$ cat config.mk
export PLATFORM = sky130hd
export DESIGN_NAME = spi_text_rx
export DESIGN_NICKNAME = d
export VERILOG_FILES = /design/src/rtl/spi_text_pkg.sv /design/src/rtl/sync_ff.sv /design/src/rtl/spi_text_rx.sv
export SDC_FILE = /design/constraint.sdc
export NUM_CORES = 1
export LEC_CHECK = 0
export CELL_PAD_IN_SITES_DETAIL_PLACEMENT = 1
export CELL_PAD_IN_SITES_GLOBAL_PLACEMENT = 1
export CORE_MARGIN = 2
export CORE_UTILIZATION = 45
export CTS_CLUSTER_DIAMETER = 200
export CTS_CLUSTER_SIZE = 25
export DETAILED_ROUTE_END_ITERATION = 10
export GPL_TIMING_DRIVEN = 0
export PLACE_DENSITY = 0.78
export SLEW_MARGIN = 20
export SYNTH_ARGS = -nofsm -noshare
export SYNTH_HDL_FRONTEND = slang
export SYNTH_SLANG_ARGS = --single-unit
$ cat constraint.sdc
create_clock -name clk -period 5.86 [get_ports clk]
set_clock_uncertainty 0.2 [all_clocks]
set_input_delay 0.586 -clock clk [delete_from_list [all_inputs] [get_ports clk]]
set_output_delay 0.586 -clock clk [all_outputs]
set_load 0.01 [all_outputs]
$ cat src/rtl/spi_text_pkg.sv
// Shared constants for the SPI text receiver and the framebuffer that consumes its bytes.
// The framebuffer imports DONE_HIST_W and SPI_DATA_W from here.
package spi_text_pkg;

    localparam int SPI_DATA_W      = 8;
    localparam int SPI_SYNC_STAGES = 3;
    localparam int DONE_HIST_W     = 3;

    typedef enum logic {
        ST_IDLE   = 1'b0,
        ST_ACTIVE = 1'b1
    } spi_state_t;

endpackage

$ cat src/rtl/sync_ff.sv
// Multi-flop synchronizer for one asynchronous input. The whole chain is exposed so the
// caller can edge-detect on its last two stages.
module sync_ff #(
    parameter int   STAGES  = 3,
    parameter logic RST_VAL = 1'b0
) (
    input  logic              clk,
    input  logic              reset,
    input  logic              d,
    output logic [STAGES-1:0] q
);

    logic [STAGES-1:0] chain_reg;

    always_ff @(posedge clk or posedge reset) begin
        if (reset) begin
            chain_reg <= {STAGES{RST_VAL}};
        end else begin
            chain_reg <= {chain_reg[STAGES-2:0], d};
        end
    end

    assign q = chain_reg;

endmodule

$ cat src/rtl/spi_text_rx.sv
// Mode-0 SPI slave feeding the framebuffer text RAM: assembles MSB-first bytes, publishes
// them with a done-history strobe, echoes the previous byte on MISO and flags cut-short frames.
module spi_text_rx
    import spi_text_pkg::*;
#(
    parameter int SYNC_STAGES = SPI_SYNC_STAGES,
    parameter int DATA_W      = SPI_DATA_W,
    parameter int CNT_W       = 16
) (
    input  logic                   clk,
    input  logic                   reset,
    input  logic                   spi_sck,
    input  logic                   spi_mosi,
    input  logic                   spi_cs_n,
    output logic                   spi_miso,
    output logic [DATA_W-1:0]      spi_shift_reg,
    output logic [DONE_HIST_W-1:0] spi_done,
    output logic [CNT_W-1:0]       byte_count,
    output logic                   frame_err
);

    localparam int               BIT_W    = $clog2(DATA_W);
    localparam logic [BIT_W-1:0] LAST_BIT = BIT_W'(DATA_W - 1);
    localparam int               NEW      = SYNC_STAGES - 2;
    localparam int               OLD      = SYNC_STAGES - 1;

    logic [SYNC_STAGES-1:0] sck_q;
    logic [SYNC_STAGES-1:0] mosi_q;
    logic [SYNC_STAGES-1:0] cs_q;

    sync_ff #(.STAGES(SYNC_STAGES), .RST_VAL(1'b0)) u_sync_sck (
        .clk   (clk),
        .reset (reset),
        .d     (spi_sck),
        .q     (sck_q)
    );

    sync_ff #(.STAGES(SYNC_STAGES), .RST_VAL(1'b0)) u_sync_mosi (
        .clk   (clk),
        .reset (reset),
        .d     (spi_mosi),
        .q     (mosi_q)
    );

    sync_ff #(.STAGES(SYNC_STAGES), .RST_VAL(1'b1)) u_sync_cs (
        .clk   (clk),
        .reset (reset),
        .d     (spi_cs_n),
        .q     (cs_q)
    );

    logic sck_rise;
    logic sck_fall;
    logic cs_rise;
    logic cs_fall;
    logic mosi_bit;

    assign sck_rise = sck_q[NEW] & ~sck_q[OLD];
    assign sck_fall = ~sck_q[NEW] & sck_q[OLD];
    assign cs_rise  = cs_q[NEW] & ~cs_q[OLD];
    assign cs_fall  = ~cs_q[NEW] & cs_q[OLD];
    assign mosi_bit = mosi_q[NEW];

    // fill_reg marks when cs_q[NEW] holds a real pin sample rather than the reset preset,
    // so a CS that is already low at reset release never looks like a fresh select.
    logic [SYNC_STAGES-1:0] fill_reg;
    logic                   pin_valid;
    logic                   armed_reg, armed_next;

    assign pin_valid = fill_reg[NEW];

    spi_state_t             state_reg, state_next;
    logic [BIT_W-1:0]       bit_cnt_reg, bit_cnt_next;
    logic [DATA_W-1:0]      rx_reg, rx_next;
    logic [DATA_W-1:0]      tx_reg, tx_next;
    logic                   tx_fresh_reg, tx_fresh_next;
    logic [DATA_W-1:0]      byte_reg, byte_next;
    logic                   done_reg, done_next;
    logic [DONE_HIST_W-1:0] hist_reg;
    logic [CNT_W-1:0]       count_reg, count_next;
    logic                   ferr_reg, ferr_next;
    logic                   miso_reg, miso_next;
    logic [DATA_W-1:0]      rx_word;

    assign rx_word = {rx_reg[DATA_W-2:0], mosi_bit};

    always_ff @(posedge clk or posedge reset) begin
        if (reset) begin
            fill_reg     <= '0;
            armed_reg    <= 1'b0;
            state_reg    <= ST_IDLE;
            bit_cnt_reg  <= '0;
            rx_reg       <= '0;
            tx_reg       <= '0;
            tx_fresh_reg <= 1'b0;
            byte_reg     <= '0;
            done_reg     <= 1'b0;
            hist_reg     <= '0;
            count_reg    <= '0;
            ferr_reg     <= 1'b0;
            miso_reg     <= 1'b0;
        end else begin
            fill_reg     <= {fill_reg[SYNC_STAGES-2:0], 1'b1};
            armed_reg    <= armed_next;
            state_reg    <= state_next;
            bit_cnt_reg  <= bit_cnt_next;
            rx_reg       <= rx_next;
            tx_reg       <= tx_next;
            tx_fresh_reg <= tx_fresh_next;
            byte_reg     <= byte_next;
            done_reg     <= done_next;
            hist_reg     <= {hist_reg[DONE_HIST_W-2:0], done_reg};
            count_reg    <= count_next;
            ferr_reg     <= ferr_next;
            miso_reg     <= miso_next;
        end
    end

    always_comb begin
        state_next    = state_reg;
        bit_cnt_next  = bit_cnt_reg;
        rx_next       = rx_reg;
        tx_next       = tx_reg;
        tx_fresh_next = tx_fresh_reg;
        byte_next     = byte_reg;
        done_next     = done_reg;
        count_next    = count_reg;
        ferr_next     = 1'b0;
        miso_next     = miso_reg;
        armed_next    = armed_reg | (pin_valid & cs_q[NEW]);

        case (state_reg)
            ST_IDLE: begin
                bit_cnt_next = '0;
                miso_next    = 1'b0;
                if (cs_fall && armed_reg) begin
                    state_next    = ST_ACTIVE;
                    tx_next       = byte_reg;
                    tx_fresh_next = 1'b0;
                    miso_next     = byte_reg[DATA_W-1];
                end
            end

            ST_ACTIVE: begin
                if (cs_rise) begin
                    // Deselect beats any SCK edge landing in the same cycle.
                    state_next   = ST_IDLE;
                    bit_cnt_next = '0;
                    miso_next    = 1'b0;
                    if (bit_cnt_reg != '0) begin
                        ferr_next = 1'b1;
                    end else begin
                        done_next = 1'b0;
                    end
                end else begin
                    if (sck_rise) begin
                        rx_next = rx_word;
                        if (bit_cnt_reg == '0) begin
                            done_next = 1'b0;
                        end
                        if (bit_cnt_reg == LAST_BIT) begin
                            byte_next     = rx_word;
                            done_next     = 1'b1;
                            count_next    = count_reg + 1'b1;
                            bit_cnt_next  = '0;
                            tx_next       = rx_word;
                            tx_fresh_next = 1'b1;
                        end else begin
                            bit_cnt_next = bit_cnt_reg + 1'b1;
                        end
                    end
                    if (sck_fall) begin
                        // A freshly loaded echo byte has not had its MSB driven yet.
                        if (tx_fresh_reg) begin
                            miso_next     = tx_reg[DATA_W-1];
                            tx_fresh_next = 1'b0;
                        end else begin
                            tx_next   = {tx_reg[DATA_W-2:0], 1'b0};
                            miso_next = tx_reg[DATA_W-2];
                        end
                    end
                end
            end

            default: begin
                state_next = ST_IDLE;
            end
        endcase
    end

    logic unused_sync;
    assign unused_sync = ^{sck_q, mosi_q, cs_q, fill_reg};

    assign spi_miso      = miso_reg;
    assign spi_shift_reg = byte_reg;
    assign spi_done      = hist_reg;
    assign byte_count    = count_reg;
    assign frame_err     = ferr_reg;

endmodule

== Yosys cells after proc, flatten, opt, wreduce, memory -nomap -nowiden ==
Index checks and enable logic that the tools add are counted.

* Flip-flop bits (word level): 61
* Bits in latches: 0
* Memory bits (writable): 0
* Memory bits (read-only): 0
* Bits of input ports: 5
* Output and inout bits: 29
* Logic and storage cells: 79
* Memories kept: 0

* Add/subtract/negate cells: 2
* $mul: 0
* Divide/modulo/power cells: 0
* Order comparisons: 0
* Eq/ne operators: 6
* Shift-type cells: 0
* Muxes and demuxes: 34
* Bitwise operators: 12
* Reduce and logical (&&, ||, !) cells: 9

{| class="wikitable"
|+ Operators by type and width
! kind !! number
|-
| 2-to-1 mux 8 bit || 6
|-
| 2-to-1 mux 1 bit || 20
|-
| adder 16 x 1 -> 16 bit (second input constant) || 1
|-
| one-hot mux 8 bit (2 select lines) || 1
|-
| 2-to-1 mux 3 bit || 3
|-
| AND reduction 4 bit || 2
|-
| inequality test 2 bit (second input constant) || 3
|-
| inequality test 3 bit (second input constant) || 2
|-
| NOT 1 bit || 6
|-
| one-hot mux 1 bit (2 select lines) || 3
|-
| one-hot mux 3 bit (2 select lines) || 1
|-
| nonzero test 3 bit || 2
|-
| AND 1 bit || 5
|-
| adder 3 x 1 -> 3 bit (second input constant) || 1
|-
| equality test 3 bit (second input constant) || 1
|-
| logical NOT 3 bit || 1
|-
| AND reduction 3 bit || 1
|-
| AND reduction 2 bit || 1
|-
| nonzero test 2 bit || 1
|-
| logical AND 1 bit || 1
|-
| OR 1 bit || 1
|}

== Depth between registers and ports, before layout ==
* Depth after elaboration: 7
* Mapped depth: 7
* Mapped depth without buffers: 6

== By module ==
A second synthesis with hierarchy kept.

* Cell total of the unflattened synthesis: 230
* Area total of the unflattened synthesis: 2721.4 um^2

{| class="wikitable"
|+ Modules (own cells, without submodules)
! module !! instances !! cells each !! area an instance (um^2) !! sequential area each (um^2)
|-
| spi_text_rx || 1 || 218 || 2481.1 || 1326.3
|-
| sync_ff (u_sync_mosi ...) || 2 || 4 || 78.8 || 75.1
|-
| sync_ff (u_sync_cs) || 1 || 4 || 82.6 || 78.8
|}

== Least setup slack after synthesis ==
No wires, ideal clock.

* Kind: reg2reg
* Start point: register bit_cnt_reg[0]
* End point: register tx_reg[2]
* Library setup time: 126 ps
* Data arrival time: 1627 ps
* Data required time: 5534 ps
* Slack: 3907 ps
* Stages on the path, launching flop included: 8
* Buffers on the path: 1
* Clock period less this slack: 1953 ps
* Cells stage by stage: dfrtp_1 -> ha_1 -> ha_1 -> and3b_2 -> buf_6 -> a22oi_1 -> a211oi_1 -> a221o_1

* Word-level cells in the longest chain between the ends: 7

{| class="wikitable"
|+ Ends and longest elaborated chain
! element !! RTL line !! source
|-
| start: declaration || spi_text_rx.sv:73 || <nowiki>logic [BIT_W-1:0] bit_cnt_reg, bit_cnt_next;</nowiki>
|-
| start signal: assignment || spi_text_rx.sv:106 || <nowiki>bit_cnt_reg <= bit_cnt_next;</nowiki>
|-
| equality test 3 bit (*) || spi_text_rx.sv:161 || <nowiki>if (bit_cnt_reg == LAST_BIT) begin</nowiki>
|-
| 2-to-1 mux 8 bit (*) || spi_text_rx.sv:161 ||
|-
| 2-to-1 mux 8 bit (*) || spi_text_rx.sv:156 || <nowiki>if (sck_rise) begin</nowiki>
|-
| 2-to-1 mux 8 bit || spi_text_rx.sv:174 || <nowiki>if (tx_fresh_reg) begin</nowiki>
|-
| 2-to-1 mux 8 bit (*) || spi_text_rx.sv:172 || <nowiki>if (sck_fall) begin</nowiki>
|-
| 2-to-1 mux 8 bit (*) || spi_text_rx.sv:145 || <nowiki>if (cs_rise) begin</nowiki>
|-
| one-hot mux 8 bit (2 select lines) (*) || spi_text_rx.sv:132 || <nowiki>case (state_reg)</nowiki>
|-
| end signal: assignment || spi_text_rx.sv:108 || <nowiki>tx_reg <= tx_next;</nowiki>
|-
| end: declaration || spi_text_rx.sv:75 || <nowiki>logic [DATA_W-1:0] tx_reg, tx_next;</nowiki>
|}

Every way passes the cells marked *; elsewhere a longest branch is shown, timed or not. The select of a mux whose other input is x is not followed.
A chain may end at the register's enable or synchronous reset.

== Final worst setup path ==
* Start point: register bit_cnt_reg[0]
* End point: register tx_reg[1]

Same word-level chain as after synthesis.

==> out/metrics.csv <==
metric,value,unit
outcome,"complete, no violations",
tritoncts,done,
via_per_inst,5.42,
met2_length,2850,um
place_ws,3.74,ns
grt_usage,20.0,%
leakage,1.54,nW
clk_pin_slew_worst_paths,0.07,ns
fin_crit_sh,37.5,%
async_flop_share,100,%
syn_area,2760,sq um
timing.setup.tns,0,ns
drive_gt1_share,17.8,%
arrival,2.21,ns
top_layer,met4,
final_design_area_no_fill,3430,sq um
wire_per_inst,17.2,um
end_kind,flop,
synth_edf_count,0,
synth_seq_cells,61,
grt_max_degree,37,
antenna_found_initial,0,
setup_ws,3.66,ns
io_buffers,33,
dpl_cell_area,3200,sq um
drt_wl_total,5920,um
grt_pass1_wl,9950,um
area_growth,24.4,%
clock-sinks,61,
setup_viol,0,
switching_share,24.8,%
gp_congestion,0.754,
antenna_left,0,
synth_cells,219,
wl_met3,155,um
hold_viol,0,
cts-resized-gates,0,
wl_met1,2790,um
cts_setup_buffers,0,
fmax,455,MHz
cts_buffers,9,
worst-path-max-fanout,10,
ir_drop,0.000248,V
synth_warnings,0,
worstPathRequired,5.88,ns
cts_hold_buf,0,
grt_pass1_vias,1972,
clockBufferDepth,2,
p_switching,255,uW
final_cell_mix,"dfrtp_1 (58), clkdlybuf4s50_1 (33), nand2_1 (14)",
clock_latency,0.34,ns
min_period,2.20,ns
drt_pass1_iterations,4,
rsz0062_at_grt,no,
seq_area_frac_synth,55.5,%
avgSynthCellArea,12.6,sq um
htree_num_levels,3,
synth_cell_types,54,
internal_power,773,uW
die_area,6760,sq um
hpwl,4110,um
p_comb_share,10.3,%
min_path_type,reg2reg,
root_buffer,clkbuf_8,
slew_violations,0,
die_h,82.2,um
max-cap-violations,0,
synth_top_flop_cell,dfrtp_1,
power_frac_clock,41.1,%
seq_power_share,48.6,%
syn_nets,229,
die_x,82.2,um
layout_commonest_cell,dfrtp_1,
std_cell_rows,28,
coreArea,5920,sq um
powerDensity,300,nW/um^2
drtIter0Drc,91,
drc_errors,0,
largest_reg_flops,16,
io_pins,34,
nets,274,
relSlewSlack,64.3,%
post-route-util,57.9,%
diodes,0,
worst_pin_slew,0.532,ns
start_util,46.5,%
crit_path_start_kind,flop,
grt_overflow,0,
critical_path_class,reg2reg,
dr_total_vias,1866,
## metrics by stage
step	total power, mW	std cells	hold WS (ns)
CTS	1.04	344	0.154
floorplan	0.574	219	0.131
finish	1.03	344	0.153
detailed placement	0.612	328	0.139
global placement	0.603	327	0.133
global route	1.07	344	0.154
## critical path, stage by stage (launching register included)
cell	delay [ns]
dfrtp_1	0.41
ha_1	0.24
ha_1	0.22
and3b_2	0.26
buf_6	0.15
a22oi_1	0.19
a211oi_1	0.14
a221o_1	0.27
## synth_stat cells, types with 3 or more instances
cell	instances	area, sq um
a211oi_1	6	45.0
a21oi_1	6	30.0
a221o_1	6	60.1
a22oi_1	7	52.6
buf_6	3	33.8
dfrtp_1	58	1450
dfstp_2	3	78.8
ha_1	5	62.6
inv_1	7	26.3
mux2_1	13	146
mux2_2	3	33.8
nand2_1	14	52.6
nand2b_1	3	18.8
nand3_1	7	35.0
nor2_1	9	33.8
nor2b_1	3	18.8
nor3_1	3	15.0
nor3_2	3	30.0
o21bai_1	7	52.6
xnor2_1	12	105
## kinds of logic after synthesis
group                    Yosys count  synth area share [%]
AND/OR/NAND/NOR                   62                  14.5
flip-flops                        61                  55.5
AO/OA/AOI/OAI                     42                  12.2
multiplexers                      17                  6.90
buffers and inverters             16                  3.36
XOR/XNOR                          15                  5.04
adder cells (fa/ha/maj)            5                  2.27
other                              1                 0.136
## metal layers
metal	vias up	GRT usage (%)
met3	16	3.59
met1	936	26.2
met5	-	0
met2	39	32.0
met4	0	9.50
li1	875	-
## path summary, 6_finish.rpt
| kind | startpoint | endpoint | slack (ns) | depth (start not counted) |
|---|---|---|---|---|
| min in group asynchronous | reset | byte_count[7] | 0.36 | 2 |
| hold / removal | fill_reg[0] | fill_reg[1] | 0.15 | 0 |
| setup reg to reg | bit_cnt_reg[0] | tx_reg[1] | 3.66 | 7 |
| max in group asynchronous | reset | tx_reg[0] | 4.60 | 3 |
| hold reg to reg | fill_reg[0] | fill_reg[1] | 0.15 | 0 |
| setup / recovery | bit_cnt_reg[0] | tx_reg[1] | 3.66 | 7 |
## power by group through the flow
stage          sequential, mW  combinational (mW)  clock, mW
3_5_place_dp            0.506               0.105          0
2_1_floorplan           0.494              0.0802          0
3_3_place_gp            0.504              0.0991          0
6_report                0.500               0.106      0.422
4_1_cts                 0.499               0.108      0.432
5_1_grt                 0.506               0.118      0.447
## cell type report
type                       instances  area, sq um
fill                             617         2490
sequential                        61         1530
multi-input combinational        142         1130
timing repair buffer              34          350
clock buffer                      12          155
tap                               75         93.8
clock inverter                     4         70.1
buffer                             8         62.6
inverter                           8         32.5
No activity file was read; power rests on OpenSTA's default activity.
